## src/rtl/rv32_fetch_stage_pkg.sv

```systemverilog
// Shared definitions for the RV32 fetch stage: exception codes, opcodes, NOP and FSM states.
package rv32_fetch_stage_pkg;

  localparam logic [3:0] MCAUSE_INSTR_MISALIGNED    = 4'd0;
  localparam logic [3:0] MCAUSE_INSTR_ACCESS_FAULT  = 4'd1;
  localparam logic [3:0] MCAUSE_ILLEGAL_INSTRUCTION = 4'd2;
  localparam logic [3:0] MCAUSE_BREAKPOINT          = 4'd3;
  localparam logic [3:0] MCAUSE_ECALL_M             = 4'd11;

  localparam logic [6:0] RV32_OPCODE_JAL    = 7'b1101111;
  localparam logic [6:0] RV32_OPCODE_BRANCH = 7'b1100011;

  localparam logic [31:0] RV32_NOP = 32'h0000_0013;

  typedef enum logic [1:0] {
    FETCH,
    HOLD,
    DRAIN,
    TRAP_WAIT
  } fetch_state_t;

endpackage

```

## src/rtl/rv32_fetch_stage_branch_predictor.sv

```systemverilog
// Static predictor: JAL always taken, backward conditional branches taken, misaligned targets suppressed.
module rv32_branch_predictor
  import rv32_fetch_stage_pkg::*;
(
  input  logic [31:0] instr,
  input  logic [31:0] pc,
  output logic        taken,
  output logic [31:0] target
);

  logic [6:0]  opcode;
  logic [31:0] j_imm;
  logic [31:0] b_imm;

  assign opcode = instr[6:0];
  assign j_imm  = {{12{instr[31]}}, instr[19:12], instr[20], instr[30:21], 1'b0};
  assign b_imm  = {{20{instr[31]}}, instr[7], instr[30:25], instr[11:8], 1'b0};

  always_comb begin
    taken  = 1'b0;
    target = pc + 32'd4;
    if (opcode == RV32_OPCODE_JAL) begin
      target = pc + j_imm;
      taken  = (target[1:0] == 2'b00);
    end else if (opcode == RV32_OPCODE_BRANCH && instr[31]) begin
      target = pc + b_imm;
      taken  = (target[1:0] == 2'b00);
    end
    if (!taken) target = pc + 32'd4;
  end

endmodule

```

## src/rtl/rv32_fetch_stage.sv

```systemverilog
// RV32 instruction-fetch stage with single-outstanding bus read and redirect handling.
// Define RV32_BRANCH_PREDICTOR_EN to enable static JAL/backward-branch prediction.
module rv32_fetch_stage
  import rv32_fetch_stage_pkg::*;
#(
  parameter logic [31:0] RESET_VECTOR = 32'h0000_0000
) (
  input  logic        clk,
  input  logic        reset_n,
  input  logic        stall_in,
  input  logic        flush_in,
  input  logic        redirect_in,
  input  logic [31:0] redirect_pc_in,
  output logic [31:0] instr_address_out,
  output logic        instr_read_out,
  input  logic        instr_ready_in,
  input  logic [31:0] instr_read_value_in,
  input  logic        instr_fault_in,
  output logic        fetch_stall_out,
  output logic        valid_out,
  output logic        exception_out,
  output logic [3:0]  exception_cause_out,
  output logic        branch_predicted_taken_out,
  output logic [31:0] pc_out,
  output logic [31:0] instr_out
);

  fetch_state_t state;
  logic [31:0]  pc;
  logic [31:0]  pending_pc;
  logic [31:0]  hold_instr;
  logic         hold_fault;
  logic         aligned;
  logic [31:0]  next_pc;
  logic         pred_taken;
  logic [31:0]  pred_target;

  assign aligned           = (pc[1:0] == 2'b00);
  assign instr_address_out = pc;
  assign instr_read_out    = ((state == FETCH) || (state == DRAIN)) && aligned;
  assign fetch_stall_out   = instr_read_out && !instr_ready_in;

`ifdef RV32_BRANCH_PREDICTOR_EN
  logic [31:0] pred_instr;

  // pc is frozen during HOLD, so the buffered word predicts against the same pc it was fetched from
  assign pred_instr = (state == HOLD) ? hold_instr : instr_read_value_in;

  rv32_branch_predictor u_predictor (
    .instr  (pred_instr),
    .pc     (pc),
    .taken  (pred_taken),
    .target (pred_target)
  );
`else
  assign pred_taken  = 1'b0;
  assign pred_target = pc + 32'd4;
`endif

  assign next_pc = pred_taken ? pred_target : (pc + 32'd4);

  always_ff @(posedge clk or negedge reset_n) begin
    if (!reset_n) begin
      state                      <= FETCH;
      pc                         <= RESET_VECTOR;
      pending_pc                 <= '0;
      hold_instr                 <= RV32_NOP;
      hold_fault                 <= 1'b0;
      valid_out                  <= 1'b0;
      exception_out              <= 1'b0;
      exception_cause_out        <= '0;
      branch_predicted_taken_out <= 1'b0;
      pc_out                     <= '0;
      instr_out                  <= RV32_NOP;
    end else begin
      case (state)
        FETCH: begin
          if (redirect_in) begin
            // an unfinished read must be drained before the new target can be issued
            if (instr_read_out && !instr_ready_in) begin
              pending_pc <= redirect_pc_in;
              state      <= DRAIN;
            end else begin
              pc <= redirect_pc_in;
            end
            if (!stall_in) begin
              valid_out                  <= 1'b0;
              exception_out              <= 1'b0;
              branch_predicted_taken_out <= 1'b0;
            end
          end else if (!aligned) begin
            if (!stall_in) begin
              valid_out                  <= 1'b1;
              exception_out              <= 1'b1;
              exception_cause_out        <= MCAUSE_INSTR_MISALIGNED;
              branch_predicted_taken_out <= 1'b0;
              pc_out                     <= pc;
              instr_out                  <= RV32_NOP;
              state                      <= TRAP_WAIT;
            end
          end else if (instr_ready_in) begin
            if (stall_in) begin
              hold_instr <= instr_read_value_in;
              hold_fault <= instr_fault_in;
              state      <= HOLD;
            end else if (instr_fault_in) begin
              valid_out                  <= 1'b1;
              exception_out              <= 1'b1;
              exception_cause_out        <= MCAUSE_INSTR_ACCESS_FAULT;
              branch_predicted_taken_out <= 1'b0;
              pc_out                     <= pc;
              instr_out                  <= RV32_NOP;
              state                      <= TRAP_WAIT;
            end else begin
              valid_out                  <= 1'b1;
              exception_out              <= 1'b0;
              branch_predicted_taken_out <= pred_taken;
              pc_out                     <= pc;
              instr_out                  <= instr_read_value_in;
              pc                         <= next_pc;
            end
          end else if (!stall_in) begin
            valid_out                  <= 1'b0;
            exception_out              <= 1'b0;
            branch_predicted_taken_out <= 1'b0;
          end
        end

        HOLD: begin
          if (redirect_in) begin
            pc    <= redirect_pc_in;
            state <= FETCH;
            if (!stall_in) begin
              valid_out                  <= 1'b0;
              exception_out              <= 1'b0;
              branch_predicted_taken_out <= 1'b0;
            end
          end else if (!stall_in) begin
            valid_out <= 1'b1;
            pc_out    <= pc;
            if (hold_fault) begin
              exception_out              <= 1'b1;
              exception_cause_out        <= MCAUSE_INSTR_ACCESS_FAULT;
              branch_predicted_taken_out <= 1'b0;
              instr_out                  <= RV32_NOP;
              state                      <= TRAP_WAIT;
            end else begin
              exception_out              <= 1'b0;
              branch_predicted_taken_out <= pred_taken;
              instr_out                  <= hold_instr;
              pc                         <= next_pc;
              state                      <= FETCH;
            end
          end
        end

        DRAIN: begin
          if (instr_ready_in) begin
            pc    <= redirect_in ? redirect_pc_in : pending_pc;
            state <= FETCH;
          end else if (redirect_in) begin
            pending_pc <= redirect_pc_in;
          end
          if (!stall_in) begin
            valid_out                  <= 1'b0;
            exception_out              <= 1'b0;
            branch_predicted_taken_out <= 1'b0;
          end
        end

        TRAP_WAIT: begin
          if (redirect_in) begin
            pc    <= redirect_pc_in;
            state <= FETCH;
          end
          if (!stall_in) begin
            valid_out                  <= 1'b0;
            exception_out              <= 1'b0;
            branch_predicted_taken_out <= 1'b0;
          end
        end

        default: state <= FETCH;
      endcase

      if (flush_in && !stall_in) begin
        valid_out                  <= 1'b0;
        exception_out              <= 1'b0;
        branch_predicted_taken_out <= 1'b0;
      end
    end
  end

endmodule

```

## config.mk

```make
export PLATFORM = sky130hd
export DESIGN_NAME = rv32_fetch_stage
export DESIGN_NICKNAME = d
export VERILOG_FILES = /design/src/rtl/rv32_fetch_stage_pkg.sv /design/src/rtl/rv32_fetch_stage_branch_predictor.sv /design/src/rtl/rv32_fetch_stage.sv
export SDC_FILE = /design/constraint.sdc
export NUM_CORES = 1
export LEC_CHECK = 0
export CAP_MARGIN = 20
export CORE_ASPECT_RATIO = 0.9
export CORE_MARGIN = 5
export CORE_UTILIZATION = 46
export CTS_BUF_LIST = sky130_fd_sc_hd__clkbuf_16
export DETAILED_ROUTE_END_ITERATION = 12
export GPL_TIMING_DRIVEN = 0
export PLACE_DENSITY = 0.86
export SLEW_MARGIN = 10
export SYNTH_ARGS = -nofsm -noshare
export SYNTH_HDL_FRONTEND = slang
export SYNTH_SLANG_ARGS = --single-unit
```

## constraint.sdc

```tcl
create_clock -name clk -period 1.8 [get_ports clk]
set_input_delay 0.36 -clock clk [delete_from_list [all_inputs] [get_ports clk]]
set_output_delay 0.36 -clock clk [all_outputs]
set_load 0.02 [all_outputs]
```

Word level (Yosys, flattened, before mapping)
Cells that the tools add are included.
{ "totals": {"ff_bits": 170, "input_bits": 71, "wordCells": 143} }
{ "op_classes": {"add_sub_neg": 1, "eq_ne": 31, "n_mux": 79, "bitwise_logic": 1, "n_reduce_logical": 20} }
{ "ops": {"columns": ["cell", "n"], "rows": [
  ["$mux 32", 29],
  ["$pmux 32 s2", 3],
  ["$pmux 32 s4", 1],
  ["$mux 4", 9],
  ["$ne 3x3->1 const B", 12],
  ["$add 32x3->32 const B", 1],
  ["$mux 2", 12],
  ["$mux 1", 21],
  ["$ne 2x2->1 const B", 9],
  ["$reduce_and 9->1", 2],
  ["$reduce_and 7->1", 2],
  ["$ne 4x4->1 const B", 3],
  ["$ne 5x4->1 const B", 2],
  ["$pmux 2 s4", 1],
  ["$pmux 4 s2", 1],
  ["$reduce_and 4->1", 2],
  ["$pmux 1 s3", 2],
  ["$ne 5x5->1 const B", 1],
  ["$reduce_and 5->1", 1],
  ["$eq 2x2->1 const B", 2],
  ["$logic_not 2->1", 2],
  ["$reduce_bool 2->1", 2],
  ["$reduce_or 4->1", 1],
  ["$logic_and 1x1->1", 3],
  ["other kinds (7)", 8]
]} }

Longest topological paths before layout
{ "logic_depth": {"ltp_word": 7, "depth_mapped": 9} }

Worst setup path after synthesis
No wires, ideal clock.
{ "synth_path": {"path_kind": "register to register", "from": "register pc[1], in the netlist instr_address_out[1]", "to": "register pc_out[29]", "setup_ps": 125, "arrival_ps": 2043, "setup_slack_ps": -368, "path_stages_with_launch": 8, "n_path_buf": 3, "period_less_slack_ps": 2168, "cell_sequence": "dfrtp_1 -> or3_1 -> buf_4 -> nor2_2 -> or3_1 -> buf_2 -> buf_2 -> mux2_2"} }
{ "synth_via": {"elab_chain_len": 4} }
{ "synth_rtl": {"columns": ["element", "line_no", "rtl"], "rows": [
  ["start, declared", "rv32_fetch_stage.sv:29", "logic [31:0] pc;"],
  ["start signal, assigned", "rv32_fetch_stage.sv:84", "pc <= redirect_pc_in;"],
  ["start signal, assigned", "rv32_fetch_stage.sv:120", "pc <= next_pc;"],
  ["start signal, assigned", "rv32_fetch_stage.sv:131", "pc <= redirect_pc_in;"],
  ["$logic_not 2->1 (*)", "rv32_fetch_stage.sv:38", "assign aligned = (pc[1:0] == 2'b00);"],
  ["$mux 32", "rv32_fetch_stage.sv:91", "end else if (!aligned) begin"],
  ["$mux 32", "rv32_fetch_stage.sv:78", "if (redirect_in) begin"],
  ["$pmux 32 s2", "rv32_fetch_stage.sv:76", "case (state)"],
  ["end signal, assigned", "rv32_fetch_stage.sv:97", "pc_out <= pc;"],
  ["end signal, assigned", "rv32_fetch_stage.sv:111", "pc_out <= pc;"],
  ["end signal, assigned", "rv32_fetch_stage.sv:118", "pc_out <= pc;"],
  ["end, declared", "rv32_fetch_stage.sv:24", "output logic [31:0] pc_out,"]
]} }
Mark *: on every way between the ends. The rest lies on a longest branch, timed or not. The select of a mux whose other input is x is not followed.
A chain may end at the register's enable or synchronous reset.

Final worst setup path
{ "layout_path": {"from": "register state[1]", "to": "register pc[9], in the netlist instr_address_out[9]"} }
{ "layout_via": {"elab_chain_len": 6} }
{ "layout_rtl": {"columns": ["element", "line_no", "rtl"], "rows": [
  ["start, declared", "rv32_fetch_stage.sv:28", "fetch_state_t state;"],
  ["start signal, assigned", "rv32_fetch_stage.sv:64", "state <= FETCH;"],
  ["start signal, assigned", "rv32_fetch_stage.sv:82", "state <= DRAIN;"],
  ["start signal, assigned", "rv32_fetch_stage.sv:99", "state <= TRAP_WAIT;"],
  ["$eq 2x2->1 / $logic_not 2->1 (equally long branches)", "rv32_fetch_stage.sv:40, rv32_fetch_stage.sv:76", null],
  ["$logic_or 1x1->1", "rv32_fetch_stage.sv:40", "assign instr_read_out = ((state == FETCH) || (state == DRAIN)) && aligned;"],
  ["$logic_and 1x1->1", "rv32_fetch_stage.sv:40", null],
  ["$logic_and 1x1->1", "rv32_fetch_stage.sv:80", "if (instr_read_out && !instr_ready_in) begin"],
  ["$ne 3x3->1 (no source line)", null, null],
  ["$reduce_and 9->1 (no source line)", null, null]
]} }
Several ways; a longest one is shown, not always the timed one.

==> impl_metrics.csv <==
group,metric,value,unit
final_layout,multiInputGateArea,4100,sq um
drt,drc,0,
logic_synthesis,synth.area.top_cells,"dfrtp_1 51%, mux2_2 13%, o21ai_0 4.5%, a22oi_1 3.5%, nand2_1 3.3%",
worst_setup_path,start_kind,"flop",
clocking,htree_num_levels,4,
placed_design,dp_hpwl,17290,um
drt,first_pass_iters,6,
final_layout,instances_no_fill,1179,
grt,antenna_found_initial,0,
logic_synthesis,synth_edf_count,0,
clocking,worstSkewPairLatency,440,ps
sta,skew,13.08,ps
clocking,cts-root-buf,"clkbuf_16",
clocking,cts_tree,"yes",
placed_design,io_buffer_count,170,
sta,setup_slack,-298.6,ps
final_layout,fin_nets,1026,
final_layout,syn2layout_area_growth,53.10,%
pwr,irDropWorstVdd,1118,uV
final_layout,stdcell_area,12080,sq um
floorplanning,core_region_area,16890,sq um
final_layout,seqCellArea,4178,sq um
sta,setup_viol,166,
sta,drv_slew,0,
final_layout,drive_gt1_share,36.19,%
sta,fin_crit_sh,116.6,%
drt,drtIter0Drc,1215,
floorplanning,die_x,148.1,um
worst_setup_path,max_stage_delay,450,ps
sta,layout_min_cycle_time,2099,ps
placed_design,dp_cells,1109,
logic_synthesis,synth_common_cells,"160 x dfrtp_1, 90 x mux2_2, 71 x o21ai_0",
job,cap_violations,0,
clocking,cts-buffers-inserted,17,
worst_setup_path,crit_chain,"buf_4 -> buf_4 -> nor2b_1 -> o21ai_0 -> nand4b_1 -> buf_6 -> buf_8 -> a21o_1 -> a22o_1",
status,violations,"negative setup slack",
drt,ant_nets,0,
pwr,powerDensity,1896,nW/um^2
grt,grt_max_degree,85,
worst_setup_path,cpMaxStageDelayCell,"dfrtp_2",
pwr,p_leak,5.710,nW
clocking,clk_pin_slew_worst_paths,80,ps
clocking,cts_buffer_depth,2,
logic_synthesis,synthMostInstantiatedCell,"dfrtp_1",
worst_setup_path,cpMostUsedCell,"buf_4",
sta,fin_hold_ws,439.7,ps
grt,grt_overflow,0,
sta,tns,-25910,ps
grt,grt.total_usage,29.40,%
worst_setup_path,cp-end-kind,"flop",
drt,routed_wl,32350,um
logic_synthesis,synthArstFlopShare,100.0,%
sta,max_freq,476.5,MHz
logic_synthesis,ys_ff_latch,166,
sta,rsz0062_at_grt,"true",
drt,via_per_inst,6.794,
placed_design,gp_congestion,0.9062,
worst_setup_path,worstPathMaxFanout,6,
logic_synthesis,synthFlopType,"dfrtp_1",
worst_hold_path,hold_class,"input port to flop",
logic_synthesis,synth_area_per_cell,10.90,sq um
sta,tightestPinTransition,754.6,ps
worst_setup_path,cp.arrival,2430,ps
floorplanning,chipHeight,134.3,um
floorplanning,start_util,46.72,%
logic_synthesis,synth_cell_types,59,
floorplanning,num_io_pins,176,
final_layout,fin_util,71.53,%
pwr,p_total,22.90,mW
logic_synthesis,yosys.area.top_type,"dfrtp_1",
logic_synthesis,yosys_warnings,0,
drt,vias,8010,
placed_design,dpl_cell_area,10110,sq um
worst_setup_path,required,2130,ps
drt,drt-wirelength-per-cell,27.44,um
sta,final_hold_viol_count,0,
grt,grt_pass1_vias,7707,
floorplanning,row_count,45,
clocking,clock_sinks,166,
logic_synthesis,syn_inst,724,
placed_design,pre_cts_ws,-820.5,ps
floorplanning,die_area,19880,sq um
sta,maxSlewHeadroom,49.70,%
grt,grt_pass1_wl,44990,um
status,status,"finished, violations left",
logic_synthesis,seq_area_frac_synth,52.74,%
logic_synthesis,synthDominantCellAreaShare,50.74,%
final_layout,nFillCells,1059,
worst_setup_path,path_class,"flop to flop",
logic_synthesis,netlist_area,7891,sq um
## critical path, delay by kind of cell, from the launching register on
family | cells | cell delay (ps)
buffers and inverters | 4 | 600
flip-flops | 1 | 450
AO/OA/AOI/OAI | 3 | 670
AND/OR/NAND/NOR | 2 | 260
## where the power goes
group          switching, mW  internal [mW]
registers               1.84           5.62
logic                   6.06           5.59
clock network           1.71           2.08
total                   9.61           13.3
## state kept, by name (all words and copies together) (netlist names)
signal               count
hold_instr              32
instr_address_out       32
instr_out               32
pc_out                  32
pending_pc              32
state                    2
exception_cause_out      1
exception_out            1
hold_fault               1
valid_out                1
## final cells by class
class / count / share of cell area, %
diodes: 1 / 0.02071
plain buffers: 52 / 4.287
clock buffers: 17 / 3.521
clock inverters: 15 / 1.398
inverters: 12 / 0.3728
multi-input cells: 489 / 33.94
flip-flops and latches: 166 / 34.58
well taps: 211 / 2.185
repair buffers: 216 / 19.70
## routing by layer
| metal | up-vias | GRT usage [%] | routed length [um] |
|---|---|---|---|
| met5 | - | 0 | 0 |
| met4 | 0 | 15.24 | 2220 |
| met3 | 230 | 6.858 | 3568 |
| met2 | 743 | 47.88 | 14970 |
| met1 | 3882 | 36.71 | 11590 |
| li1 | 3155 | - | - |
## what timing repair did
item,4_1_cts,5_1_grt
hold buffers,1,0
hold endpoints to repair,77,0
setup endpoints to repair,200,200
pin swaps,40,25
setup buffers,26,11
cloned,13,4
resized for setup,277,148
## placed cells by master (no fill, tap or decap), types with 26 or more instances in the layout
master and n:
a22oi_1 34, dlymetal6s2s_1 33, nand2_2 26, o21ai_2 34
clkdlybuf4s50_1 91, dlygate4sd2_1 42, mux2_4 59, nand2_1 37
mux2_2 33, dfrtp_1 147, a22o_1 26, o21ai_1 29
## worst paths after layout
| kind | depth (start not counted) | to | slack [ps] | from |
|---|---|---|---|---|
| min | 3 | valid_out | 440 | stall_in |
| min reg2reg | 2 | instr_out[1] | 490 | instr_out[1] |
| max reg2reg | 9 | instr_address_out[9] | -300 | state[1] |
| min in group asynchronous | 2 | hold_instr[3] | 470 | reset_n |
| max | 9 | instr_address_out[9] | -300 | state[1] |
| max in group asynchronous | 3 | instr_address_out[18] | 420 | reset_n |
## cells by family (layout without fill, tap and decap cells)
group	count (synthesis)	count (layout)	synth area share [%]
other	1	5	0.04752
and+or+nand+nor	167	167	10.39
DFF	166	166	52.74
muxes	96	96	13.65
AOI/OAI and AO/OA	221	221	18.57
buffers and inverters	72	312	4.455
adders and majority gates	1	1	0.1585
Note: power is estimated with default switching activity, not from simulation.
